`src/rtl/keypad_encoder.sv`:
```
// keypad_encoder: debounces buttons A/B/C into one-cycle 2-bit key codes; KEY_COUNT_EN adds a 3-bit key_count output
module keypad_encoder #(
  parameter int DEBOUNCE_CYCLES = 4
) (
  input  logic       clk,
  input  logic       reset,
  input  logic       btn_a,
  input  logic       btn_b,
  input  logic       btn_c,
`ifdef KEY_COUNT_EN
  output logic [2:0] key_count,
`endif
  output logic [1:0] digito
);
  localparam int CW = $clog2(DEBOUNCE_CYCLES) + 1;
  localparam logic [CW-1:0] LAST = CW'(DEBOUNCE_CYCLES - 1);
  localparam logic [CW-1:0] ONE = CW'(1);
  typedef enum logic [1:0] {IDLE, PRESS_DB, HELD, RELEASE_DB} state_t;
  state_t state, state_n;
  logic [2:0] meta, s, key, key_n;
  logic [CW-1:0] count, count_n;
  logic [1:0] digito_n;
  logic one_hot;
  assign one_hot = (s != 3'b000) && ((s & (s - 3'd1)) == 3'b000);
  // next-state: a press needs a stable one-hot run, a release a stable all-zero run
  always_comb begin
    state_n  = state;
    count_n  = count;
    key_n    = key;
    digito_n = 2'b00;
    unique case (state)
      IDLE:
        if (one_hot) begin
          key_n   = s;
          count_n = '0;
          state_n = PRESS_DB;
        end else if (s != 3'b000) state_n = HELD;
      PRESS_DB:
        if (s != key) state_n = IDLE;
        else if (count == LAST) begin
          digito_n = {key[2] | key[1], key[2] | key[0]};
          state_n  = HELD;
        end else count_n = count + ONE;
      HELD:
        if (s == 3'b000) begin
          count_n = '0;
          state_n = RELEASE_DB;
        end
      RELEASE_DB:
        if (s != 3'b000) state_n = HELD;
        else if (count == LAST) state_n = IDLE;
        else count_n = count + ONE;
      default: state_n = HELD;
    endcase
  end
  // synchronizers, FSM state and the registered single-cycle code; reset parks in HELD so held keys are ignored
  always_ff @(posedge clk) begin
    if (!reset) begin
      meta   <= 3'b000;
      s      <= 3'b000;
      state  <= HELD;
      count  <= '0;
      key    <= 3'b000;
      digito <= 2'b00;
    end else begin
      meta   <= {btn_c, btn_b, btn_a};
      s      <= meta;
      state  <= state_n;
      count  <= count_n;
      key    <= key_n;
      digito <= digito_n;
    end
  end
`ifdef KEY_COUNT_EN
  // counts emitted codes, wrapping 7->0
  always_ff @(posedge clk) begin
    if (!reset) key_count <= 3'd0;
    else if (digito_n != 2'b00) key_count <= key_count + 3'd1;
  end
`endif
endmodule

```
`config.mk`:
```
export PLATFORM = sky130hd
export DESIGN_NAME = keypad_encoder
export DESIGN_NICKNAME = d
export VERILOG_FILES = /design/src/rtl/keypad_encoder.sv
export SDC_FILE = /design/constraint.sdc
export NUM_CORES = 1
export LEC_CHECK = 0
export CORE_MARGIN = 2
export CORE_UTILIZATION = 48
export DETAILED_ROUTE_END_ITERATION = 10
export PLACE_DENSITY = 0.67
export SETUP_SLACK_MARGIN = 0.1
export SLEW_MARGIN = 15
export SYNTH_ARGS = -nofsm -noshare
export SYNTH_HDL_FRONTEND = slang
export SYNTH_SLANG_ARGS = --single-unit
```
`constraint.sdc`:
```
create_clock -name clk -period 1.85 [get_ports clk]
set_input_delay 0.37 -clock clk [delete_from_list [all_inputs] [get_ports clk]]
set_output_delay 0.37 -clock clk [all_outputs]
set_load 0.005 [all_outputs]
```
==> out/metrics.csv, run 1 <==
stage;metric;value;unit
worst_setup_path;critPathLaunch;count[0];
layout;final_util;60.1;%
layout;nFillCells;119;
sta;relSlewSlack;80.5;%
drt;first_pass_iters;4;
worst_setup_path;worst_r2r_endpoint;count[0];
clock_tree;clock_sinks;16;
clock_tree;clk_pin_slew;90;ps
clock_tree;cts_tree;yes;
die;io_pins;7;
clock_tree;clockRootBuffer;clkbuf_4;
placement;dp_hpwl;872;µm
layout;final_cells;99;
worst_hold_path;min_path_type;reg2reg;
drt;antenna_left;0;
global_routing;grt_max_degree;12;
worst_setup_path;crit_type;reg2reg;
sta;hold_viol_final;0;
global_routing;grt_pass1_wl;2070;µm
synth;async_flop_share;0;%
synth;yosys-top-cells-area;dfxtp_1 (45%), and2_1 (5.3%), a21oi_1 (4.3%);
synth;synth_top_area_share;45.4;%
sta;clock_skew;4.81;ps
die;start_util;52.9;%
worst_setup_path;crit_path_max_fanout;4;
sta;fin_crit;1610;ps
synth;netlist_area;706;µm²
synth;synth_area_per_cell;9.16;µm²
run_status;outcome;complete, no violations;
clock_tree;clk_path_buf_depth;2;
die;die_h;42.3;µm
power_and_ir_drop;p_per_area;792;nW/µm²
clock_tree;h-tree-depth;1;
drt;drc;0;
worst_setup_path;r2r_start;count[0];
global_routing;use_met1;16.8;%
global_routing;grt_overflow;0;
sta;period_share;86.9;%
synth;ys_types;25;
clock_tree;numCtsBuffers;3;
synth;yosys.area.top_type;dfxtp_1;
clock_tree;hold_buffers;0;
placement;gp_congestion;0.733;
global_routing;grt_pass1_vias;521;
flow_run;maxCapViolations;0;
synth;synth-main-ff-cell;dfxtp_1;
drt;vias_per_cell;5.41;
worst_setup_path;r2r_cells;6;
sta;rsz0062_at_grt;no;
drt;vias;536;
worst_setup_path;required;2030;ps
global_routing;grt_busiest_layer;met2;
power_and_ir_drop;peakVddDrop;0.563;mV
drt;drtIter0Drc;9;
synth;ys_seq_area_share;45.4;%
sta;slew_viol_final;0;
die;core_area;1330;µm²
global_routing;use_met3;7.76;%
synth;netlist_instances;77;
sta;setup_viol;0;
sta;worst_hold_slack;436;ps
global_routing;grtUsageMet2;25.5;%
clock_tree;post_cts_buffers;0;
die;rows;13;
clock_tree;post_cts_resized;0;
layout;fin_nets;92;
clock_tree;clk_latency;280;ps
sta;tightestPinTransition;289;ps
worst_setup_path;crit_path_end;count[0];
drt;routedWlPerCell;11.3;µm
worst_setup_path;start_kind;flop;
synth;ys_warn_count;0;
drt;drt_wl_total;1120;µm
global_routing;antenna_found_initial;0;
layout;drive_above_1_share;9.52;%
worst_setup_path;arrival;1790;ps
worst_setup_path;ff2ff_setup_slack;240;ps
sta;max_freq;622;MHz
sta;finalSetupTns;0;ps
layout;synthToLayoutAreaGrowth;13.7;%
synth;synth_nets;84;
power_and_ir_drop;p_leak;0.304;nW
placement;dp_cells;95;
global_routing;grt.total_usage;15.2;%
synth;synth-edff-count;0;
layout;num_antenna_cells;0;
worst_setup_path;end_kind;flop;
die;dieWidth;42.3;µm
die;dieArea;1790;µm²
synth;ys_seq_elements;16;
synth;netlist_top_cells_count;dfxtp_1 (16), nor2_1 (7);
placement;port_buffers;6;
synth;synth.most_common_cell;dfxtp_1;
[layout make-up]
cell class              instances  area, µm²  area share (%)
flip-flops and latches         16        320            39.9
inverters                       4       15.0            1.87
repair buffers                  7       67.6            8.42
multi-input cells              53        344            42.9
clock buffers                   4       36.3            4.52
well taps                      15       18.8            2.34
[cell families after synthesis]
family                   count (synthesis)  synth area share (%)
XOR/XNOR                                 4                  6.03
AND/OR/NAND/NOR                         28                  20.7
adder cells (fa/ha/maj)                  2                  3.55
multiplexers                             3                  4.79
buffers and inverters                    8                  5.85
flip-flops                              16                  45.4
AO/OA/AOI/OAI                           16                  13.7
[report_power, final]
group	internal [mW]	leakage, nW	switching [mW]
Clock	0.120	0.0210	0.0998
Sequential	0.354	0.131	0.0104
Combinational	0.0273	0.153	0.0236
[layout by cell type (no fill, tap or decap), types with 2 or more instances in the layout]
master / Yosys / layout
a21oi_1: 6 / 6
and2_1: 6 / 6
clkbuf_4: 0 / 3
clkdlybuf4s50_1: 0 / 6
dfxtp_1: 16 / 16
ha_1: 2 / 2
inv_1: 4 / 4
mux2i_1: 2 / 2
nand2_1: 6 / 6
nand3_1: 3 / 3
nand3b_1: 2 / 2
nor2_1: 7 / 7
o21ai_0: 6 / 6
xnor2_1: 3 / 3
[worst max-delay path, cell delays in order, from the launching register on]
cell and delay, ps:
dfxtp_1 340, ha_1 200, ha_1 200, nand2_1 100
o21ai_0 90, a211o_1 310, a32o_1 280
[how the worst min path moves through the flow]
stage,start,to,slack [ps],cells after the start
floorplan,meta[0],s[0],410,1
global placement,meta[0],s[0],410,1
detailed placement,meta[1],s[1],420,1
CTS,meta[1],s[1],440,1
global route,meta[2],s[2],460,1
finish,meta[1],s[1],440,1
[sequential cells by signal (all words and copies together), names as in the netlist]
signal,flops
key,3
meta,3
state,2
count,3
digito,2
s,3
[stage by stage]
stage / total power [mW] / setup WS [ps] / cell area [µm²]
floorplan: 0.409 / 313 / 706
global placement: 0.423 / 200 / 766
detailed placement: 0.425 / 159 / 766
CTS: 0.646 / 187 / 802
global route: 0.667 / 139 / 802
finish: 0.635 / 243 / 802
[routing by layer]
| layer | up-vias | wire (µm) |
|---|---|---|
| met1 | 247 | 514 |
| met4 | 0 | 10 |
| met3 | 2 | 57 |
| met2 | 11 | 532 |
| li1 | 276 | - |
| met5 | - | 0 |
Power figures use the tool's default switching activity.
==> run 2, diff against run 1 <==
--- a/config.mk
+++ b/config.mk
@@ -5,11 +5,13 @@
 export SDC_FILE = /design/constraint.sdc
 export NUM_CORES = 1
 export LEC_CHECK = 0
+export ABC_AREA = 1
 export CORE_MARGIN = 2
 export CORE_UTILIZATION = 48
 export DETAILED_ROUTE_END_ITERATION = 10
-export PLACE_DENSITY = 0.67
+export PLACE_DENSITY = 0.66
 export SETUP_SLACK_MARGIN = 0.1
+export SKIP_CTS_REPAIR_TIMING = 1
 export SLEW_MARGIN = 15
 export SYNTH_ARGS = -nofsm -noshare
 export SYNTH_HDL_FRONTEND = slang
==> run 2 against run 1 <==
  * Final area grew 17%
  * Sequential cell count is the same
  * First-iteration DRC count decreased by 22%
  * Critical endpoint unchanged
  * Fmax is 7.6% higher
  * Count of clock-buffer cells in the layout stayed put
  * Highest routed layer unchanged
  * Clock power up 3%
  * Combinational power grew to 7.1 times the previous value
  * Largest cell class unchanged
  * Critical path type unchanged
  * Synthesized cell count grew 43%
==> out/metrics.csv, run 2 <==
stage;metric;value;unit;change
run_status;outcome;complete, no violations;;unchanged
synth;synth_area_per_cell;7.44;µm²;was 9.16 µm²
clock_tree;clock_sinks;16;;unchanged
sta;finalSetupTns;0;ps;unchanged
clock_tree;clk_pin_slew;90;ps;about the same
sta;hold_viol_final;0;;unchanged
drt;first_pass_iters;3;;was 4
sta;clock_skew;2.21;ps;was 4.81 ps
sta;relSlewSlack;78.8;%;was 80.5%
sta;period_share;80.7;%;was 86.9%
power_and_ir_drop;peakVddDrop;0.721;mV;was 0.563 mV
global_routing;grt_pass1_wl;2450;µm;was 2070 µm
clock_tree;clk_path_buf_depth;2;;unchanged
die;core_area;1560;µm²;was 1330 µm²
placement;port_buffers;6;;unchanged
worst_setup_path;crit_path_max_fanout;6;;was 4
sta;timing.final.ws_setup;356;ps;was 243 ps
sta;worst_hold_slack;420;ps;was 436 ps
sta;tightestPinTransition;315;ps;was 289 ps
placement;dp_cells;132;;was 95
worst_setup_path;cp_num_buf_inv;0;;unchanged
synth;synth.most_common_cell;nand2_1;;was dfxtp_1
sta;setup_viol;0;;unchanged
synth;synth_top_area_share;39.1;%;was 45.4%
worst_setup_path;slowest_stage;dfxtp_1;;unchanged
drt;drc;0;;unchanged
layout;num_antenna_cells;0;;unchanged
worst_setup_path;slowest_delay;330;ps;was 340 ps
layout;nFillCells;154;;was 119
drt;drtIter0Drc;7;;was 9
worst_setup_path;required;2070;ps;was 2030 ps
synth;netlist_area;818;µm²;was 706 µm²
clock_tree;numCtsBuffers;3;;unchanged
sta;max_freq;669;MHz;was 622 MHz
synth;synth-edff-count;0;;unchanged
synth;yosys.area.top_type;dfxtp_1;;unchanged
drt;routedWlPerCell;10.4;µm;was 11.3 µm
worst_setup_path;path_delay_family;simple AND/OR/NAND/NOR gates;;was compound AO/OA/AOI/OAI gates
die;io_pins;7;;unchanged
placement;dpl_cell_area;901;µm²;was 766 µm²
power_and_ir_drop;p_per_area;1110;nW/µm²;was 792 nW/µm²
layout;drive_above_1_share;13.3;%;was 9.52%
clock_tree;clk_latency;280;ps;about the same
global_routing;grt_max_degree;11;;was 12
power_and_ir_drop;total_power;1.04;mW;was 0.635 mW
drt;drt_wl_total;1410;µm;was 1120 µm
synth;synth-main-ff-cell;dfxtp_1;;unchanged
sta;fin_crit;1490;ps;was 1610 ps
synth;async_flop_share;0;%;unchanged
drt;antenna_left;0;;unchanged
clock_tree;clockRootBuffer;clkbuf_4;;unchanged
placement;dp_slack;357;ps;was 159 ps
worst_setup_path;path_cells;ha_1, ha_1, nand2_1, a21boi_4, nand3_4, nand2_1, nand2_1, nor2_1;;was ha_1, ha_1, nand2_1, o21ai_0, a211o_1, a32o_1
drt;vias;670;;was 536
layout;final_area;937;µm²;was 802 µm²
layout;final_cells;136;;was 99
synth;synth_nets;117;;was 84
global_routing;grt_overflow;0;;unchanged
worst_hold_path;min_path_type;reg2reg;;unchanged
synth;netlist_top_cells_count;nand2_1 (31), inv_1 (18), dfxtp_1 (16), nor2_1 (11), a21oi_1 (6);;was dfxtp_1 (16), nor2_1 (7)
layout;final_cell_mix;nand2_1 (31), inv_1 (18), dfxtp_1 (16);;was dfxtp_1 (16), nor2_1 (7)
sta;rsz0062_at_grt;no;;unchanged
worst_setup_path;arrival;1710;ps;was 1790 ps
power_and_ir_drop;p_leak;0.493;nW;was 0.304 nW
die;dieWidth;45.3;µm;was 42.3 µm
synth;ys_types;20;;was 25
synth;yosys-top-cells-area;dfxtp_1 (39%), nand2_1 (14%), inv_1 (8.3%);;was dfxtp_1 (45%), and2_1 (5.3%), a21oi_1 (4.3%)
synth;ys_seq_elements;16;;unchanged
worst_setup_path;crit_type;reg2reg;;unchanged
die;start_util;52.5;%;was 52.9%
synth;ys_seq_area_share;39.1;%;was 45.4%
placement;dp_hpwl;1090;µm;was 872 µm
layout;final_common_cell;nand2_1;;was dfxtp_1
worst_setup_path;end_kind;flop;;unchanged
global_routing;grt_pass1_vias;640;;was 521
worst_setup_path;start_kind;flop;;unchanged
placement;gp_congestion;0.774;;was 0.733
sta;slew_viol_final;0;;unchanged
worst_setup_path;crit_top_cell;nand2_1;;was ha_1
synth;netlist_instances;110;;was 77
die;dieArea;2050;µm²;was 1790 µm²
layout;synthToLayoutAreaGrowth;14.5;%;was 13.7%
global_routing;grt.total_usage;17.0;%;was 15.2%
drt;vias_per_cell;4.93;;was 5.41
global_routing;antenna_found_initial;0;;unchanged
layout;fin_nets;128;;was 92
die;die_h;45.3;µm;was 42.3 µm
clock_tree;cts_tree;yes;;unchanged
clock_tree;h-tree-depth;1;;unchanged
flow_run;maxCapViolations;0;;unchanged
synth;ys_warn_count;0;;unchanged
layout;final_util;60.1;%;about the same
die;rows;14;;was 13
run 2: cell types whose count changed in the layout (fill, tap and decap cells not counted), moves of 3 or more:
| cell | delta |
|---|---|
| nand2_1 | +25 |
| inv_1 | +14 |
| and2_1 | -6 |
| nor2_1 | +4 |
| nand4_1 | +3 |
run 2: kinds of logic after synthesis:
kind of cell	synth area share [%]
fa+ha+maj	3.06
simple gates	37.9
buf+inv	9.79
xor+xnor	1.07
flops	39.1
compound gates	9.02
run 2: final timing paths:
path	startpoint	to	slack (ps)	depth (start not counted)
worst max-delay path	count[0]	count[0]	360	8
worst max register to register	count[0]	count[0]	360	8
worst min register to register	meta[0]	s[0]	420	2
worst min-delay path	meta[0]	s[0]	420	2
run 2: power breakdown:
group / switching, mW / internal (mW)
clock network: 0.106 / 0.120
logic: 0.211 / 0.148
registers: 0.0522 / 0.399
run 2: cell type report:
cell class | count | area, µm² | share of cell area, %
Multi-Input combinational cell | 73 | 418 | 44.6
Tap cell | 16 | 20.0 | 2.14
Sequential cell | 16 | 320 | 34.2
Timing Repair Buffer | 7 | 67.6 | 7.21
Clock buffer | 4 | 36.3 | 3.87
Inverter | 20 | 75.1 | 8.01
run 2: routing by layer:
metal / GRT usage [%] / wire (µm)
met2: 26.3 / 667
met1: 22.1 / 690
met3: 2.40 / 36
met4: 10.6 / 15
met5: 0 / 0
run 2: worst min-delay path: cells and delay by family, from the launching register on:
family                 cells  cell delay (ps)
flip-flops                 1              310
AND/OR/NAND/NOR            1               40
buffers and inverters      1               40
